===== config.mk =====
export PLATFORM = sky130hd
export DESIGN_NAME = divided_clock_monitor
export DESIGN_NICKNAME = d
export VERILOG_FILES = /design/src/rtl/divided_clock_monitor_pkg.sv /design/src/rtl/divided_clock_monitor_clk_edge_detect.sv /design/src/rtl/divided_clock_monitor.sv
export SDC_FILE = /design/constraint.sdc
export NUM_CORES = 1
export LEC_CHECK = 0
export CAP_MARGIN = 5
export CORE_MARGIN = 5
export CORE_UTILIZATION = 29
export CTS_BUF_LIST = sky130_fd_sc_hd__clkbuf_8 sky130_fd_sc_hd__clkbuf_16
export DETAILED_ROUTE_END_ITERATION = 12
export GPL_ROUTABILITY_DRIVEN = 0
export HOLD_SLACK_MARGIN = 0.06
export PLACE_DENSITY = 0.53
export SETUP_SLACK_MARGIN = 0.15
export SKIP_CTS_REPAIR_TIMING = 1
export SLEW_MARGIN = 20
export SYNTH_ARGS = -nofsm -noshare
export SYNTH_HDL_FRONTEND = slang
export SYNTH_HIERARCHICAL = 1
export SYNTH_SLANG_ARGS = --single-unit

===== constraint.sdc =====
create_clock -name clk -period 3.8 [get_ports clk]
set_input_delay 0.76 -clock clk [delete_from_list [all_inputs] [get_ports clk]]
set_output_delay 0.76 -clock clk [all_outputs]
set_load 0.03 [all_outputs]

===== src/rtl/divided_clock_monitor_pkg.sv =====
// Shared definitions for the divided-clock monitor and the memory clock divider
// it checks: state encoding, default widths and the ratio-to-half-period rule.
package divided_clock_monitor_pkg;

  localparam int DEF_CNT_W = 10;
  localparam int DEF_ERR_W = 8;

  typedef enum logic [1:0] {
    IDLE    = 2'd0,
    SYNC    = 2'd1,
    MEASURE = 2'd2
  } mon_state_e;

  // A divider programmed with ratio N holds each level for N+1 master clocks.
  function automatic logic [DEF_CNT_W-1:0] expected_half(input int unsigned ratio);
    return DEF_CNT_W'(ratio + 1);
  endfunction

endpackage


===== src/rtl/divided_clock_monitor_clk_edge_detect.sv =====
// Registers a clk-synchronous divided clock and flags any level change; the
// registered copy doubles as the level of the phase that just ended.
module divided_clock_monitor_clk_edge_detect (
  input  logic clk,
  input  logic reset,
  input  logic sig,
  output logic edge_det,
  output logic prev_level
);

  logic sig_q;

  // NOTE: sequential state uses non-blocking assignments so every flop samples
  // the pre-edge values of its inputs, independent of block ordering.
  always_ff @(posedge clk or negedge reset) begin
    if (!reset) sig_q <= 1'b0;
    else        sig_q <= sig;
  end

  assign edge_det   = sig ^ sig_q;
  assign prev_level = sig_q;

endmodule


===== src/rtl/divided_clock_monitor.sv =====
// Measures each half-period of one divided clock in master clk cycles, checks it
// against an expected value and reports drift, error count and stalls.
module divided_clock_monitor
  import divided_clock_monitor_pkg::*;
#(
  parameter int CNT_W   = DEF_CNT_W,
  parameter int TOL     = 4,
  parameter int TIMEOUT = 1000,
  parameter int ERR_W   = DEF_ERR_W
) (
  input  logic             clk,
  input  logic             reset,
  input  logic             enabled,
  input  logic             mon_clk,
  input  logic [CNT_W-1:0] expect_half,
  output logic [CNT_W-1:0] half_period,
  output logic             meas_level,
  output logic             meas_valid,
  output logic             in_range,
  output logic             stall,
  output logic [ERR_W-1:0] err_cnt
);

  localparam logic [CNT_W-1:0]        CNT_ONE   = CNT_W'(1);
  localparam logic [CNT_W-1:0]        CNT_MAX   = '1;
  localparam logic [CNT_W-1:0]        TIMEOUT_C = CNT_W'(TIMEOUT);
  localparam logic [ERR_W-1:0]        ERR_ONE   = ERR_W'(1);
  localparam logic [ERR_W-1:0]        ERR_MAX   = '1;
  localparam logic signed [CNT_W:0]   TOL_S     = (CNT_W+1)'(TOL);

  mon_state_e       state, state_nxt;
  logic [CNT_W-1:0] run_cnt, run_cnt_nxt;
  logic [CNT_W-1:0] half_period_nxt;
  logic             meas_level_nxt;
  logic             meas_valid_nxt;
  logic             in_range_nxt;
  logic             stall_nxt;
  logic [ERR_W-1:0] err_cnt_nxt;

  logic             edge_det;
  logic             mon_q;
  logic signed [CNT_W:0] diff;
  logic             within_tol;

  divided_clock_monitor_clk_edge_detect u_edge (
    .clk        (clk),
    .reset      (reset),
    .sig        (mon_clk),
    .edge_det   (edge_det),
    .prev_level (mon_q)
  );

  // One extra bit keeps the unsigned operands' difference exact in two's complement.
  assign diff       = $signed({1'b0, run_cnt}) - $signed({1'b0, expect_half});
  assign within_tol = (diff >= -TOL_S) && (diff <= TOL_S);

  always_ff @(posedge clk or negedge reset) begin
    if (!reset) begin
      state       <= IDLE;
      run_cnt     <= '0;
      half_period <= '0;
      meas_level  <= 1'b0;
      meas_valid  <= 1'b0;
      in_range    <= 1'b0;
      stall       <= 1'b0;
      err_cnt     <= '0;
    end else begin
      state       <= state_nxt;
      run_cnt     <= run_cnt_nxt;
      half_period <= half_period_nxt;
      meas_level  <= meas_level_nxt;
      meas_valid  <= meas_valid_nxt;
      in_range    <= in_range_nxt;
      stall       <= stall_nxt;
      err_cnt     <= err_cnt_nxt;
    end
  end

  always_comb begin
    // NOTE: every output of this block gets a default first so no path leaves
    // one unassigned, which would otherwise infer a latch.
    state_nxt       = state;
    run_cnt_nxt     = run_cnt;
    half_period_nxt = half_period;
    meas_level_nxt  = meas_level;
    meas_valid_nxt  = 1'b0;
    in_range_nxt    = in_range;
    stall_nxt       = stall;
    err_cnt_nxt     = err_cnt;

    if (!enabled) begin
      state_nxt   = IDLE;
      run_cnt_nxt = '0;
    end else begin
      unique case (state)
        IDLE: state_nxt = SYNC;

        // The first edge only aligns the counter; the phase before it is partial.
        SYNC: begin
          if (edge_det) begin
            run_cnt_nxt = CNT_ONE;
            stall_nxt   = 1'b0;
            state_nxt   = MEASURE;
          end
        end

        MEASURE: begin
          if (edge_det) begin
            half_period_nxt = run_cnt;
            meas_level_nxt  = mon_q;
            meas_valid_nxt  = 1'b1;
            in_range_nxt    = within_tol;
            run_cnt_nxt     = CNT_ONE;
            if (!within_tol && err_cnt != ERR_MAX) err_cnt_nxt = err_cnt + ERR_ONE;
          end else if (run_cnt == TIMEOUT_C) begin
            stall_nxt   = 1'b1;
            run_cnt_nxt = '0;
            state_nxt   = SYNC;
          end else if (run_cnt != CNT_MAX) begin
            run_cnt_nxt = run_cnt + CNT_ONE;
          end
        end

        default: state_nxt = IDLE;
      endcase
    end
  end

endmodule


**After elaboration in Yosys (flattened, before gate mapping)**

Index checks and enable logic that the tools add are counted.

- Muxes and demuxes: 18
- Magnitude comparators: 2
- Bitwise operators: 1
- $add $sub $neg: 3
- Eq/ne operators: 13
- Reductions and logical operators: 10

Operator list:

| cell | count |
|---|---|
| 2-to-1 mux 10 bit | 5 |
| case mux 10 bit (2 select lines) | 1 |
| >= comparator 11 x 3 -> 1 bit, second input constant | 1 |
| <= comparator 11 x 4 -> 1 bit, second input constant | 1 |
| subtractor 10 x 10 -> 11 bit | 1 |
| adder 10 x 1 -> 10 bit, second input constant | 1 |
| equality test 10 bit, second input constant | 1 |
| != test 10 bit, second input constant | 1 |
| != test 3 bit, second input constant | 3 |
| AND reduction 3 bit | 3 |
| adder 8 x 1 -> 8 bit, second input constant | 1 |
| 2-to-1 mux 2 bit | 4 |
| != test 8 bit, second input constant | 1 |
| 2-to-1 mux 1 bit | 6 |
| != test 2 bit, second input constant | 3 |
| case mux 2 bit (3 select lines) | 1 |
| != test 5 bit, second input constant | 1 |
| AND reduction 5 bit | 1 |
| AND reduction 4 bit | 1 |
| != test 3 x 1 -> 1 bit, second input constant | 1 |
| equality test 2 x 1 -> 1 bit, second input constant | 1 |
| equality test 2 bit, second input constant | 1 |
| logical AND 1 bit | 2 |
| zero test 2 bit | 1 |
| other kinds (4) | 4 |

- Flip-flop bits (word level): 35

**Longest topological paths before layout**

Gate-level depths: netlist (run 1).

- Depth after elaboration: 6
- Mapped depth: 12
- Depth with buffers taken out: 11

**Hierarchy**

The synthesis (run 1) kept the hierarchy.

By module, submodules not included:

| module | seq. area each (µm²) | cells an instance | instances | area an instance (µm²) |
|---|---|---|---|---|
| divided_clock_monitor | 850.8 | 253 | 1 | 2225.9 |
| divided_clock_monitor_clk_edge_detect | 25.0 | 2 | 1 | 33.8 |

**Worst setup path before layout (run 1)**

OpenSTA, ideal clock, no wires.

- Path kind: input to register
- From: in expect_half[0]
- To: reg err_cnt[1]
- Required time: 3.675 ns
- Stages: 11
- Path buffers: 1
- Data arrival time: 3.013 ns
- Slack: 0.662 ns
- Library setup time: 0.125 ns
- Cells stage by stage: ha_1 > fa_1 > nor2b_4 > o21bai_4 > a21oi_2 > o41ai_4 > xnor2_1 > or4_1 > buf_6 > nand3_4 > mux2_4

- Cells in the longest elaborated chain, start to end: 6
- Elaborated cells on any way between the ends: 7
- Those cells by class: add/sub (1); order compare (2); reduce/logical (4)

RTL lines:

| what | line | text |
|---|---|---|
| start, declared | divided_clock_monitor.sv:15 | `input logic [CNT_W-1:0] expect_half,` |
| subtractor 10 x 10 -> 11 bit (*) | divided_clock_monitor.sv:54 | `assign diff = $signed({1'b0, run_cnt}) - $signed({1'b0, expect_half});` |
| >= comparator 11 x 3 -> 1 bit or <= comparator 11 x 4 -> 1 bit (tied branches) | divided_clock_monitor.sv:55 | `assign within_tol = (diff >= -TOL_S) && (diff <= TOL_S);` |
| logical AND 1 bit (*) | divided_clock_monitor.sv:55 |  |
| zero test 1 bit (*) | divided_clock_monitor.sv:114 | `if (!within_tol && err_cnt != ERR_MAX) err_cnt_nxt = err_cnt + ERR_ONE;` |
| logical AND 1 bit (*) | divided_clock_monitor.sv:114 |  |
| AND reduction 4 bit (no source line) (*) | - |  |
| end signal, assigned | divided_clock_monitor.sv:75 | `err_cnt <= err_cnt_nxt;` |
| end, declared | divided_clock_monitor.sv:21 | `output logic [ERR_W-1:0] err_cnt` |

Mark *: on every way between the ends. The rest lies on a longest branch, timed or not.
A chain may end at the register's enable or synchronous reset.

**Final worst setup path (run 1)**

Same ends and word-level chain as after synthesis.

==> reports/metrics.yaml, run 1 <==
worst_setup_path:
  slowest_delay_ns: 0.48
  crit_arrival_ns: 3.51
  crit_chain: "clkdlybuf4s50_1 -> ha_1 -> fa_1 -> nor2b_4 -> nor2_1 -> o31a_1 -> a31oi_1 -> nand4_1 -> or4_1 -> nand3_4 -> mux2_4"
  worstSetupEndpointType: "register"
  critPathRequiredTime_ns: 3.97
  start_kind: "input pin"
  crit_type: "in -> reg"
  cp_max_fo: 3
  critPathSlowestCell: "or4_1"
clock_tree:
  ctsHtreeMaxLevel: 2
  clock-sinks: 35
  root_buffer: "clkbuf_8"
  numCtsBuffers: 5
  clk_latency_ns: 0.29
  cts_tree: "done"
  max-clock-path-buffers: 2
  clk_pin_slew_ns: 0.07
die:
  core_sq_um: 7650
  rows: 32
  ios: 36
  die_w_um: 98.3
  initial_utilization: 0.295
  die_area_sq_um: 9660
  fp.dieH_um: 98.3
yosys:
  syn_inst: 255
  synth_edf_count: 0
  ys_async_sr_fraction: 1.00
  ys_seq_area_frac: 0.388
  yosysWarnings: 6
  synth_nets: 283
  synthFlopType: "dfrtp_1"
  synth.distinct_cells: 46
  synth_area_sq_um: 2260
  synth.avg_cell_area_sq_um: 8.86
  ys_ff_latch: 35
sta:
  skew_ns: 0.00902
  timing.fmax_ghz: 0.300
  maxSlewViolCount: 0
  rsz0062_at_grt: "no"
  max_slew_margin: 0.611
  post-route-period-util: 0.878
  tns_ns: 0
  period_needed_ns: 3.34
  max_slew.worst_pin.slew_ns: 0.582
  setup_violations: 0
  hold_viol: 0
route:
  drc_errors: 0
  post_drt_via_cell_ratio: 4.70
  drtPass1Iterations: 4
  routed_wl_um: 5010
  drt_iter0_markers: 91
  postRouteAntennaNets: 0
  wl_per_cell_um: 12.6
  num_vias: 1865
global_routing:
  grt_max_degree: 36
  grt_pass1_vias: 1835
  grt_overflow: 0
  grt.total_usage: 0.109
  antenna_found_initial: 0
  grt_pass1_wl_um: 8710
power:
  power-per-cell-area_nw_per_um2: 317
  leakage_nw: 1.29
  vdd_drop_max_uv: 199
cells_and_area:
  layout-drive-gt1-share: 0.0780
  num-fill-cells: 790
  nets: 323
  area_delta_synth_final_pct: 24.5
  final_core_util: 0.368
  multi_input_area_sq_um: 1270
  seqCellArea_sq_um: 876
  antenna_cells: 0
placed_design:
  io_buffers: 35
  post-dp-hpwl_um: 3920
flow_run:
  drv_cap: 0
worst_hold_path:
  hold_class: "reg -> reg"
outcome:
  outcome: "completed"
-- through the flow --
step | instance area (sq um) | hold WS (ns) | worst slack, ns | instances | power, mW
floorplan | 2260 | 0.459 | 0.662 | 255 | 0.541
global placement | 2730 | 0.463 | 0.203 | 390 | 0.623
detailed placement | 2730 | 0.462 | 0.147 | 390 | 0.626
CTS | 2810 | 0.480 | 0.456 | 397 | 0.905
global route | 2810 | 0.509 | 0.281 | 397 | 0.943
finish | 2810 | 0.476 | 0.463 | 397 | 0.893
-- registers in the layout (all words and copies together) (netlist names) --
signal             flops
err_cnt                8
half_period           10
in_range               1
meas_level             1
meas_valid             1
run_cnt               10
stall                  1
state                  2
u_edge/prev_level      1
-- where the power goes --
group / internal [mW] / switching (mW) / leakage, nW
Clock: 0.142 / 0.134 / 0.0470
Sequential: 0.395 / 0.0225 / 0.478
Combinational: 0.0887 / 0.109 / 0.763
-- routing by layer --
metal  track usage  vias to the layer above  routed length [um]
met4        0.0221                        0                  29
met5             0                        -                   0
met1         0.144                      866                2460
met2         0.177                       37                2290
li1              -                      958                   -
met3        0.0321                        4                 223
-- final cells by class --
cell class | instances | area share
multi-input cells | 196 | 0.452
flip-flops and latches | 35 | 0.311
repair buffers | 40 | 0.138
well taps | 102 | 0.0454
clock buffers | 6 | 0.0293
inverters | 17 | 0.0227
clock inverters | 1 | 0.00178
-- kinds of logic (layout without fill, tap and decap cells) --
logic type,count (synthesis),after routing,synth area share
AO/OA/AOI/OAI,47,47,0.145
buffers and inverters,24,64,0.0498
adder cells (fa/ha/maj),14,14,0.0808
XOR/XNOR,18,18,0.0698
flip-flops,35,35,0.388
multiplexers,1,1,0.00664
AND/OR/NAND/NOR,116,116,0.261
-- path summary, 6_finish.rpt --
path,end,depth (start not counted),slack [ns],startpoint
worst max-delay path,err_cnt[1]$_DFFE_PN0P_,11,0.46,expect_half[0]
worst min-delay path,half_period[4]$_DFFE_PN0P_,2,0.48,half_period[4]$_DFFE_PN0P_
worst max register to register,err_cnt[1]$_DFFE_PN0P_,11,0.84,run_cnt[0]$_DFFE_PN0P_
worst min register to register,half_period[4]$_DFFE_PN0P_,2,0.48,half_period[4]$_DFFE_PN0P_
max in group asynchronous,run_cnt[8]$_DFFE_PN0P_,2,2.59,reset
min in group asynchronous,err_cnt[0]$_DFFE_PN0P_,2,0.89,reset
-- worst max-delay path: cells and delay by family --
kind,cells,cell delay [ns]
and+or+nand+nor,5,0.95
adders and majority gates,2,0.67
AOI/OAI and AO/OA,2,0.43
buffers and inverters,1,0.40
muxes,1,0.29
-- cells in the mapped netlist (all sizes together), types with 5 or more instances --
cell,instances,share of area
nand3,14,0.037
xnor2,15,0.058
o21ai,20,0.046
nand2b,5,0.014
ha,13,0.072
and3,8,0.022
a21oi,10,0.025
nor2b,7,0.023
nand4,8,0.022
nand2,42,0.071
nor2,17,0.028
dfrtp,35,0.39
inv,17,0.028
-- placed cells by master, fill, tap and decap left out, types with 13 or more instances in the layout --
master / synthesis / final
dfrtp_1: 35 / 35
nand2_1: 41 / 41
o21ai_0: 17 / 17
inv_1: 17 / 17
ha_1: 13 / 13
clkdlybuf4s50_1: 0 / 35
nand3_1: 13 / 13
nor2_1: 17 / 17
xnor2_1: 15 / 15
Power figures use the tool's default switching activity.
==> run 2: changes to the inputs <==
MAX_ROUTING_LAYER = met4   (was default)
TNS_END_PERCENT = 100   (was default)
==> reports/metrics.yaml, run 2 (same netlist as run 1, synthesis figures left out) <==
outcome:
  outcome: "completed"
power:
  combPwrFrac: 0.222
  p_seq_frac: 0.468
  leakage_nw: 1.29
  power-per-cell-area_nw_per_um2: 317
  internal_power_mw: 0.626
  pwr-share-clk: 0.310
  sw_frac_of_total: 0.298
  switchingPower_mw: 0.266
  vdd_drop_max_uv: 199
flow_run:
  drv_cap: 0
die:
  initial_utilization: 0.295
  die_area_sq_um: 9660
  ios: 36
  rows: 32
  die_w_um: 98.3
  fp.dieH_um: 98.3
  core_sq_um: 7650
clock_tree:
  numCtsBuffers: 5
  clk_pin_slew_ns: 0.07
  root_buffer: "clkbuf_8"
  cts_tree: "done"
  clk_latency_ns: 0.29
  clock-sinks: 35
  ctsHtreeMaxLevel: 2
  max-clock-path-buffers: 2
global_routing:
  grt_overflow: 0
  antenna_found_initial: 0
  grt.total_usage: 0.112
  grt_pass1_wl_um: 8710
  grt_pass1_vias: 1831
  grt_max_degree: 36
route:
  routed_wl_um: 5010
  num_vias: 1865
  drt_iter0_markers: 91
  drc_errors: 0
  wl_per_cell_um: 12.6
  drtPass1Iterations: 4
  post_drt_via_cell_ratio: 4.70
  postRouteAntennaNets: 0
sta:
  skew_ns: 0.00902
  timing.fmax_ghz: 0.300
  rsz0062_at_grt: "no"
  hold_viol: 0
  max_slew_margin: 0.611
  post-route-period-util: 0.878
  period_needed_ns: 3.34
  finalHoldWorstSlack_ns: 0.476
  max_slew.worst_pin.slew_ns: 0.582
  maxSlewViolCount: 0
  tns_ns: 0
  setup_violations: 0
cells_and_area:
  final_common_cell: "nand2_1"
  layout-drive-gt1-share: 0.0780
  antenna_cells: 0
  num-fill-cells: 790
  layout_common_cells: "nand2_1 (41), dfrtp_1 (35), clkdlybuf4s50_1 (35)"
  area_delta_synth_final_pct: 24.5
  top_regs: "half_period x10, run_cnt x10, err_cnt x8"
  nets: 323
worst_setup_path:
  reg2reg_depth: 11
  crit_type: "in -> reg"
  worstSetupEndpointType: "register"
  r2r-start: "run_cnt[0]$_DFFE_PN0P_"
  crit_arrival_ns: 3.51
  critPathRequiredTime_ns: 3.97
  start_kind: "input pin"
  ff2ff_setup_slack_ns: 0.84
  cp_max_fo: 3
  r2r_end: "err_cnt[1]$_DFFE_PN0P_"
worst_hold_path:
  hold_end: "half_period[4]$_DFFE_PN0P_"
  hold_path.startpoint: "half_period[4]$_DFFE_PN0P_"
  min_path_cells: 2
  hold_class: "reg -> reg"
placed_design:
  io_buffers: 35
  post-dp-hpwl_um: 3920
run 2: cell counts in the layout (fill, tap and decap cells not counted):
No cell type changed its count.
run 2: power groups by stage:
stage / logic, mW / clock network [mW] / registers (mW)
CTS: 0.202 / 0.285 / 0.418
detailed placement: 0.201 / 0 / 0.426
global route: 0.218 / 0.303 / 0.422
global placement: 0.199 / 0 / 0.424
finish: 0.198 / 0.277 / 0.418
floorplan: 0.0826 / 0 / 0.458
run 2: final cells by class:
cell class	instances	area [sq um]	share of cell area
flip-flops and latches	35	876	0.311
multi-input cells	196	1270	0.452
inverters	17	63.8	0.0227
clock buffers	6	82.6	0.0293
repair buffers	40	388	0.138
clock inverters	1	5.00	0.00178
well taps	102	128	0.0454
run 2: worst max path at each step:
stage	startpoint	to	slack, ns
floorplan	expect_half[0]	err_cnt[1]$_DFFE_PN0P_	0.66
global placement	expect_half[0]	err_cnt[1]$_DFFE_PN0P_	0.20
detailed placement	expect_half[0]	err_cnt[1]$_DFFE_PN0P_	0.15
CTS	expect_half[0]	err_cnt[1]$_DFFE_PN0P_	0.46
global route	expect_half[0]	err_cnt[2]$_DFFE_PN0P_	0.28
finish	expect_half[0]	err_cnt[1]$_DFFE_PN0P_	0.46
run 2: critical path, stage by stage:
cell             delay, ns
clkdlybuf4s50_1       0.40
ha_1                  0.23
fa_1                  0.44
nor2b_4               0.17
nor2_1                0.07
o31a_1                0.24
a31oi_1               0.19
nand4_1               0.11
or4_1                 0.48
nand3_4               0.12
mux2_4                0.29
run 2: through the flow:
stage	power, mW	area (sq um)	util	setup WS [ns]	std cells
2_1_floorplan	0.541	2260	-	0.662	255
3_3_place_gp	0.623	2730	0.357	0.203	390
3_5_place_dp	0.626	2730	0.357	0.147	390
4_1_cts	0.905	2810	0.368	0.456	397
5_1_grt	0.943	2810	0.368	0.281	397
6_report	0.893	2810	0.368	0.463	397
run 2: routing by layer:
layer  vias to the layer above  GRT usage  part of all wire
met5                         -          -                 0
met4                         0     0.0221            0.0058
met3                         4     0.0314             0.043
met2                        37      0.177              0.46
met1                       866      0.145              0.49
li1                        958          -                 -
